==> config.mk <==
export PLATFORM = sky130hd
export DESIGN_NAME = training_sequencer_flat
export DESIGN_NICKNAME = d
export VERILOG_FILES = /design/src/rtl/training_sequencer_if.sv /design/src/rtl/training_sequencer.sv /design/src/flat_wrapper.sv
export SDC_FILE = /design/constraint.sdc
export NUM_CORES = 1
export LEC_CHECK = 0
export CORE_MARGIN = 2
export CORE_UTILIZATION = 45
export CTS_BUF_LIST = sky130_fd_sc_hd__clkbuf_16
export DETAILED_ROUTE_END_ITERATION = 10
export HOLD_SLACK_MARGIN = 0.02
export PLACE_DENSITY = 0.79
export SLEW_MARGIN = 5
export SYNTH_ARGS = -nofsm -noshare
export SYNTH_HDL_FRONTEND = slang
export SYNTH_SLANG_ARGS = --single-unit
==> constraint.sdc <==
create_clock -name clk -period 3.9 [get_ports clk]
set_clock_uncertainty 0.2 [all_clocks]
set_input_delay 0.585 -clock clk [delete_from_list [all_inputs] [get_ports clk]]
set_output_delay 0.585 -clock clk [all_outputs]
set_load 0.05 [all_outputs]
==> src/rtl/training_sequencer_if.sv <==
// Control/status bundle between the training host (master) and the training sequencer (slave).
interface training_sequencer_if #(
   parameter int unsigned ERR_W   = 34,
   parameter int unsigned EPOCH_W = 16
);
   logic               start;
   logic               abort;
   logic [1:0]         mode_sel;
   logic               err_valid;
   logic [ERR_W-1:0]   squared_error;
   logic [ERR_W-1:0]   err_threshold;
   logic [EPOCH_W-1:0] max_epochs;
   logic               adam_signal;
   logic               manhatten_signal;
   logic               busy;
   logic               training_done;
   logic               converged;
   logic               timeout;
   logic [EPOCH_W-1:0] epoch_count;

   modport master (
      output start, abort, mode_sel, err_valid, squared_error, err_threshold, max_epochs,
      input  adam_signal, manhatten_signal, busy, training_done, converged, timeout, epoch_count
   );

   modport slave (
      input  start, abort, mode_sel, err_valid, squared_error, err_threshold, max_epochs,
      output adam_signal, manhatten_signal, busy, training_done, converged, timeout, epoch_count
   );
endinterface

==> src/rtl/training_sequencer.sv <==
// Epoch-level training controller: drives the adam/manhattan update enables, counts epochs
// and ends a run on a convergence streak or on the epoch limit.
module training_sequencer #(
   parameter int unsigned ERR_W        = 34,
   parameter int unsigned EPOCH_W      = 16,
   parameter int unsigned PATIENCE     = 3,
   parameter int unsigned SWITCH_EPOCH = 8
) (
   input  logic                clk,
   input  logic                rst,
   training_sequencer_if.slave bus
);
   localparam int unsigned STREAK_W = $clog2(PATIENCE + 1);
   localparam logic [STREAK_W:0] PAT_X = (STREAK_W + 1)'(PATIENCE);
   localparam logic [EPOCH_W:0]  SW_X  = (EPOCH_W + 1)'(SWITCH_EPOCH);
   localparam logic [1:0] MODE_MANH = 2'b01;
   localparam logic [1:0] MODE_HYB  = 2'b10;

   typedef enum logic [1:0] {S_IDLE, S_RUN, S_DONE} state_t;

   state_t              state_q;
   logic [1:0]          mode_q;
   logic [EPOCH_W-1:0]  max_q;
   logic [ERR_W-1:0]    thr_q;
   logic [EPOCH_W-1:0]  epoch_q;
   logic [STREAK_W-1:0] streak_q;
   logic                conv_q, tout_q, adam_q, manh_q, busy_q, done_q;

   logic [EPOCH_W-1:0]  epoch_d;
   logic [STREAK_W-1:0] streak_d;
   logic [STREAK_W:0]   streak_p1;
   logic                below, conv_hit, limit_hit;
   logic [1:0]          en_run, en_start;

   function automatic logic [EPOCH_W-1:0] sat_inc(input logic [EPOCH_W-1:0] v);
      return (&v) ? v : v + {{(EPOCH_W-1){1'b0}}, 1'b1};
   endfunction

   // Returns {adam, manhattan}; the reserved mode code behaves as adam.
   function automatic logic [1:0] enables(input logic [1:0] mode, input logic [EPOCH_W-1:0] ep);
      case (mode)
         MODE_MANH: return 2'b01;
         MODE_HYB:  return ({1'b0, ep} < SW_X) ? 2'b10 : 2'b01;
         default:   return 2'b10;
      endcase
   endfunction

   always_comb begin
      epoch_d   = sat_inc(epoch_q);
      below     = (bus.squared_error <= thr_q);
      streak_p1 = {1'b0, streak_q} + {{STREAK_W{1'b0}}, 1'b1};
      streak_d  = below ? streak_p1[STREAK_W-1:0] : '0;
      conv_hit  = below && (streak_p1 >= PAT_X);
      limit_hit = (max_q != '0) && (epoch_d == max_q);
      en_run    = enables(mode_q, epoch_d);
      en_start  = enables(bus.mode_sel, '0);
   end

   always_ff @(posedge clk or posedge rst) begin
      if (rst) begin
         state_q  <= S_IDLE;
         mode_q   <= '0;
         max_q    <= '0;
         thr_q    <= '0;
         epoch_q  <= '0;
         streak_q <= '0;
         conv_q   <= 1'b0;
         tout_q   <= 1'b0;
         adam_q   <= 1'b0;
         manh_q   <= 1'b0;
         busy_q   <= 1'b0;
         done_q   <= 1'b0;
      end else if (bus.abort) begin
         // Abort wins over start and err_valid; the epoch count is kept for inspection.
         state_q <= S_IDLE;
         conv_q  <= 1'b0;
         tout_q  <= 1'b0;
         adam_q  <= 1'b0;
         manh_q  <= 1'b0;
         busy_q  <= 1'b0;
         done_q  <= 1'b0;
      end else begin
         case (state_q)
            S_RUN: begin
               if (bus.err_valid) begin
                  epoch_q  <= epoch_d;
                  streak_q <= streak_d;
                  if (conv_hit || limit_hit) begin
                     state_q <= S_DONE;
                     conv_q  <= conv_hit;
                     tout_q  <= ~conv_hit;
                     adam_q  <= 1'b0;
                     manh_q  <= 1'b0;
                     busy_q  <= 1'b0;
                     done_q  <= 1'b1;
                  end else begin
                     adam_q <= en_run[1];
                     manh_q <= en_run[0];
                  end
               end
            end
            default: begin
               if (bus.start) begin
                  state_q  <= S_RUN;
                  mode_q   <= bus.mode_sel;
                  max_q    <= bus.max_epochs;
                  thr_q    <= bus.err_threshold;
                  epoch_q  <= '0;
                  streak_q <= '0;
                  conv_q   <= 1'b0;
                  tout_q   <= 1'b0;
                  adam_q   <= en_start[1];
                  manh_q   <= en_start[0];
                  busy_q   <= 1'b1;
                  done_q   <= 1'b0;
               end
            end
         endcase
      end
   end

   assign bus.adam_signal      = adam_q;
   assign bus.manhatten_signal = manh_q;
   assign bus.busy             = busy_q;
   assign bus.training_done    = done_q;
   assign bus.converged        = conv_q;
   assign bus.timeout          = tout_q;
   assign bus.epoch_count      = epoch_q;
endmodule

==> src/flat_wrapper.sv <==
// flat-port wrapper written by rule: the top's interface ports become plain ports
module training_sequencer_flat 
#(
   parameter int unsigned ERR_W        = 34,
   parameter int unsigned EPOCH_W      = 16,
   parameter int unsigned PATIENCE     = 3,
   parameter int unsigned SWITCH_EPOCH = 8
)
  (clk, rst, bus_start, bus_abort, bus_mode_sel, bus_err_valid, bus_squared_error, bus_err_threshold, bus_max_epochs, bus_adam_signal, bus_manhatten_signal, bus_busy, bus_training_done, bus_converged, bus_timeout, bus_epoch_count);
  training_sequencer_if #(.ERR_W(ERR_W), .EPOCH_W(EPOCH_W)) bus_i ();
  input  logic clk;
  input  logic rst;
  input wire logic [$bits(bus_i.start)-1:0] bus_start;
  input wire logic [$bits(bus_i.abort)-1:0] bus_abort;
  input wire logic [$bits(bus_i.mode_sel)-1:0] bus_mode_sel;
  input wire logic [$bits(bus_i.err_valid)-1:0] bus_err_valid;
  input wire logic [$bits(bus_i.squared_error)-1:0] bus_squared_error;
  input wire logic [$bits(bus_i.err_threshold)-1:0] bus_err_threshold;
  input wire logic [$bits(bus_i.max_epochs)-1:0] bus_max_epochs;
  output wire logic [$bits(bus_i.adam_signal)-1:0] bus_adam_signal;
  output wire logic [$bits(bus_i.manhatten_signal)-1:0] bus_manhatten_signal;
  output wire logic [$bits(bus_i.busy)-1:0] bus_busy;
  output wire logic [$bits(bus_i.training_done)-1:0] bus_training_done;
  output wire logic [$bits(bus_i.converged)-1:0] bus_converged;
  output wire logic [$bits(bus_i.timeout)-1:0] bus_timeout;
  output wire logic [$bits(bus_i.epoch_count)-1:0] bus_epoch_count;
  assign bus_i.start = bus_start;
  assign bus_i.abort = bus_abort;
  assign bus_i.mode_sel = bus_mode_sel;
  assign bus_i.err_valid = bus_err_valid;
  assign bus_i.squared_error = bus_squared_error;
  assign bus_i.err_threshold = bus_err_threshold;
  assign bus_i.max_epochs = bus_max_epochs;
  assign bus_adam_signal = bus_i.adam_signal;
  assign bus_manhatten_signal = bus_i.manhatten_signal;
  assign bus_busy = bus_i.busy;
  assign bus_training_done = bus_i.training_done;
  assign bus_converged = bus_i.converged;
  assign bus_timeout = bus_i.timeout;
  assign bus_epoch_count = bus_i.epoch_count;
  training_sequencer #(.ERR_W(ERR_W), .EPOCH_W(EPOCH_W), .PATIENCE(PATIENCE), .SWITCH_EPOCH(SWITCH_EPOCH)) u_core (.clk(clk), .rst(rst), .bus(bus_i));
endmodule
* Yosys cells after proc, flatten, opt, wreduce, memory -nomap -nowiden
Index checks and enable logic that the tools add are counted.
Storage, ports and cells: flip-flop bits (word level) 78, input bits 91, output and inout port bits 22
Cells by class: $add $sub $neg 2, order comparisons 3, equality and inequality tests 8, muxes and demuxes 44, bitwise gates (word level) 3, reductions and logical operators 11
Operators by type and width (count):
- $mux 16 | 4
- $le 34x34->1 | 1
- $mux 1 | 28
- $mux 2 | 11
- $add 16x1->16 const B | 1
- $eq 16x16->1 | 1
- $lt 16x4->1 const B | 1
- $reduce_and 16->1 | 1
- $reduce_bool 16->1 | 1
- $reduce_and 3->1 | 3
- $eq 2x1->1 const B | 3
- $pmux 2 s2 | 1
- $add 2x1->3 const B | 1
- $ge 3x2->1 const B | 1
- $ne 3x2->1 const B | 1
- $ne 3x3->1 const B | 1
- $not 1->1 | 3
- $reduce_bool 3->1 | 1
- $eq 2x2->1 const B | 1
- $logic_and 1x1->1 | 2
- $ne 2x2->1 const B | 1
- $reduce_and 2->1 | 1
- $reduce_bool 2->1 | 1
- $logic_or 1x1->1 | 1

* Depth between registers and ports, before layout
depth after elaboration 9, depth in mapped cells 10, mapped depth without buffers 10

* Least setup slack after synthesis
Ideal clock, no wire load.
path type register -> register, start register u_core.epoch_q[0] (netlist: u_core.bus.epoch_count[0]), end register u_core.adam_q (netlist: u_core.bus.adam_signal), setup time 0.140 ns, arrival time 2.883 ns, data required time 3.560 ns, slack 0.677 ns, cell stages (with the launch flop) 11, buffers on the path 1, cells stage by stage dfrtp_1 -> ha_1 -> and2_1 -> clkbuf_1 -> a21oi_1 -> o21ai_0 -> xnor2_1 -> nand3_1 -> or4_4 -> o31ai_4 -> o221ai_1
Between the ends: cells in the longest elaborated chain, start to end 9, elaborated cells on any way between the ends 13, classes of those cells 1 x add/sub; 1 x order compare; 1 x eq/ne; 7 x mux; 3 x reduce/logical
Ends and longest elaborated chain:
- start, declared | RTL line training_sequencer.sv:25 | logic [EPOCH_W-1:0] epoch_q;
- start signal, assigned | RTL line training_sequencer.sv:86 | epoch_q <= epoch_d;
- $add 16x1->16 / $reduce_and 16->1 (equally long branches) | RTL line training_sequencer.sv:36 | return (&v) ? v : v + {{(EPOCH_W-1){1'b0}}, 1'b1};
- $mux 16 (*) | RTL line training_sequencer.sv:36
- $lt 16x4->1 / $eq 16x16->1 (equally long branches) | RTL line training_sequencer.sv:43, training_sequencer.sv:54
- $mux 2 / $logic_and 1x1->1 (equally long branches) | RTL line training_sequencer.sv:43, training_sequencer.sv:54
- $pmux 2 s2 / $logic_or 1x1->1 (equally long branches) | RTL line training_sequencer.sv:41, training_sequencer.sv:88
- $mux 1 (*) | RTL line training_sequencer.sv:88 | if (conv_hit || limit_hit) begin
- $mux 1 (*) | RTL line training_sequencer.sv:85 | if (bus.err_valid) begin
- $mux 1 (*) | RTL line training_sequencer.sv:83 | case (state_q)
- $mux 1 (*) | RTL line training_sequencer.sv:73 | end else if (bus.abort) begin
- end signal, assigned | RTL line training_sequencer.sv:97 | adam_q <= en_run[1];
- end signal, assigned | RTL line training_sequencer.sv:112 | adam_q <= en_start[1];
- end, declared | RTL line training_sequencer.sv:27 | logic conv_q, tout_q, adam_q, manh_q, busy_q, done_q;
Every way passes the cells marked *; elsewhere a longest branch is shown, timed or not. The select of a mux whose other input is x is not followed. A chain may end at the register's enable or synchronous reset.

* Worst setup path after layout
start register u_core.epoch_q[3] (netlist: u_core.bus.epoch_count[3]), end register u_core.adam_q (netlist: u_core.bus.adam_signal)
Same word-level chain as after synthesis.

==> metrics <==
layout cell share with drive strength beyond 1=5.22%; final worst-path cycle share=87.9%; H-tree depth=3; Gate Count Post-Synth=roughly 600; Seq pwr share=36.8%; Worst path depth=8; via count=between 4000 and 5000; R2R depth=8; CTS buffer count=9; Port Buffers=~110; RSZ-0062 raised after global routing=no; clk root buf=clkbuf_16; maxcap violations=0; # rows=38; Combinational Power Share=39.7%; Final min period=3430 ps; DR iter-0 viols=about 280; crit path kind=flip-flop to flip-flop; total track usage=24.6%; hold_buf cts=0; WL/cell=16.6 µm; number of synthesized flops with an enable pin=0; Final Setup Violations=0; ANT cells=0; P_sw=1310 µW; Sw Share=between 30% and 40%; Routability Congestion=0.930; cell mode on critical path=nand4_1; Final nets=816; vias in the first global route=4599; latest clock arrival within the worst-skew pair=330 ps; Mapped Area=just under 0.005 mm²; Placement Cell Area=0.00614 mm²; CP max stage delay=690 ps; worst-path maximum fanout=16; Worst setup SP type=flip-flop; die height=109 µm; setup tns final=0 ps; clock transition at the registers of the reported paths=60 ps; Required @ worst endpoint=3900 ps; share of total power in the clock network=23.5%; Fmax=0.292 GHz; placed insts=815; initial antenna violation count=0; Worst VDD drop=257 µV; CTS tree=done; CP Cell Sequence=nand4_1 -> nor2_2 -> nand4_1 -> xnor2_1 -> nand3_1 -> or4_1 -> o31ai_4 -> o221ai_1; kind of cell adding the most delay to the critical path=simple AND/OR/NAND/NOR gates; Max transition margin=44.1%; Yosys reg bits=76; reg-to-reg setup timing slack=between 400 and 500 ps; Max clock buf depth=2; crit path capture type=flip-flop; Avg Inst Size Synth=8.41 µm²; critical path's slowest cell=dfrtp_1; first-pass GRT wire length=22700 µm; largest net degree at the start of global routing=93; hpwl dp=10300 µm; Antenna Nets Post-Route=0; fin area=about 0.0064 mm²; DR vias/cell=5.65; CP arrival=3430 ps; Crit. Startpoint=u_core.bus.epoch_count[3]$_DFFE_PP0P_; Setup Fix Bufs, Post-CTS=0; first-pass detailed-route iteration total=5; Clock Sinks=76; Worst Hold Class=flip-flop to flip-flop; GRT overflow=0; asr flop ratio synth=100%; Cell variety after synth=67; fin cells=830; die area=0.0118 mm²; ys flop type=dfrtp_1; power density over the cells=534 mW/mm²; FF-to-FF End=u_core.bus.adam_signal$_DFFE_PP0P_; slew at the pin closest to its max-slew limit=838 ps; CP bufs+invs=0; Yosys warnings=0; Hold Violations, Final=0; IO Pins=113; register area share after synthesis=38.6%; Mapped Nets=between 700 and 800; Design Power=roughly 3400 µW; Residual DRC=0; drt total wl=between 10000 and 15000 µm; Starting Density=approximately 46%; Syn-to-layout area delta=30.4%; final slew viol count=0; P_int=roughly 2100 µW; Post-CTS Resized=0; Worst R2R Start=u_core.bus.epoch_count[3]$_DFFE_PP0P_; status=complete, no violations; Layout Utilization=59.8%; Static Leak=between 0.002 and 0.003 µW; Die X=around 110 µm; core area=0.0107 mm²; Worst Setup EP=u_core.bus.adam_signal$_DFFE_PP0P_
==> routing by layer <==
layer	part of all wire (%)	global-route usage, %
met5	0	0
met4	2.4	9.43
met3	6.5	3.89
met2	47	39.7
met1	44	33.2
==> Yosys cell counts (all sizes together) (9+ instances only) <==
cell type	n	area share [%]
xnor2	13	2.3
dfrtp	76	39
nor2	22	1.8
clkbuf	20	1.5
buf	9	1.3
nand3	24	2.5
a21oi	28	2.8
inv	43	3.3
nand2	117	8.9
nand4	23	3.5
o21ai	69	7.0
nor3	10	1.0
ha	39	9.9
==> through the flow <==
step	setup WS, ps	hold slack [ps]
finish	472	295
global route	263	328
CTS	567	296
detailed placement	458	282
global placement	536	287
floorplan	677	250
==> layout make-up <==
class / instances / area (µm²)
inverter: 43 / 161
fill: 964 / 4320
clock buffer: 9 / 225
timing repair buffer: 118 / 1180
clock inverter: 6 / 57.6
tap: 140 / 175
multi-input combinational: 438 / 2730
sequential: 76 / 1900
==> worst min path at each step <==
stage	start	to	slack [ps]	cells past startpoint
finish	u_core.thr_q[0]$_DFFE_PP0P_	u_core.thr_q[0]$_DFFE_PP0P_	300	2
global route	u_core.thr_q[0]$_DFFE_PP0P_	u_core.thr_q[0]$_DFFE_PP0P_	330	2
CTS	u_core.thr_q[0]$_DFFE_PP0P_	u_core.thr_q[0]$_DFFE_PP0P_	300	2
detailed placement	u_core.thr_q[0]$_DFFE_PP0P_	u_core.thr_q[0]$_DFFE_PP0P_	280	2
global placement	u_core.thr_q[0]$_DFFE_PP0P_	u_core.thr_q[0]$_DFFE_PP0P_	290	2
floorplan	u_core.thr_q[0]$_DFFE_PP0P_	u_core.thr_q[0]$_DFFE_PP0P_	250	2
==> flip-flops by register name, summed over array words and instances, names as in the netlist <==
name	count
u_core.state_q	2
u_core.max_q	16
u_core.bus.converged	1
u_core.bus.epoch_count	16
u_core.bus.adam_signal	1
u_core.bus.timeout	1
u_core.bus.manhatten_signal	1
u_core.mode_q	2
u_core.streak_q	2
u_core.thr_q	34
==> worst reg2reg max path, stage by stage, from the launching register on <==
cell and delay [ps]:
dfrtp_1 690, nand4_1 280, nor2_2 370, nand4_1 240
xnor2_1 380, nand3_1 100, or4_1 560, o31ai_4 320
o221ai_1 140
==> layout by cell type, fill, tap and decap left out, drive strengths merged, types with 2 or more instances in the layout <==
cell / Yosys / routed
o21ai: 69 / 69
a21oi: 28 / 28
or3: 3 / 3
and3: 7 / 7
nor3b: 3 / 3
nor4: 8 / 8
nand2: 117 / 117
clkdlybuf4s50: 0 / 112
a211o: 3 / 3
nand3b: 2 / 2
mux2i: 5 / 5
clkinvlp: 0 / 2
inv: 43 / 44
clkinv: 0 / 2
or4: 2 / 2
nor2b: 2 / 2
a31oi: 3 / 3
o31ai: 4 / 4
xnor2: 13 / 13
a31o: 3 / 3
nor2: 22 / 22
nor3: 10 / 10
buf: 9 / 6
xor2: 5 / 5
a211oi: 5 / 5
nand3: 24 / 24
ha: 39 / 39
and4: 6 / 6
nand2b: 2 / 2
dfrtp: 76 / 76
clkbuf: 20 / 9
nand4: 23 / 23
a21o: 2 / 2
and2: 4 / 4
==> cell families after synthesis <==
family	synth area share, %
adders and majority gates	9.90
DFF	38.6
buffers and inverters	6.14
and+or+nand+nor	23.9
AOI/OAI and AO/OA	16.8
xor gates and xnor gates	3.35
muxes	1.24
==> power groups by stage <==
stage / Sequential, µW / Combinational, µW / Clock, µW
2_1_floorplan: 1310 / 873 / 0
3_3_place_gp: 1270 / 1300 / 0
3_5_place_dp: 1280 / 1360 / 0
4_1_cts: 1270 / 1370 / 817
5_1_grt: 1310 / 1560 / 861
6_report: 1260 / 1360 / 806
Power figures use the tool's default switching activity.
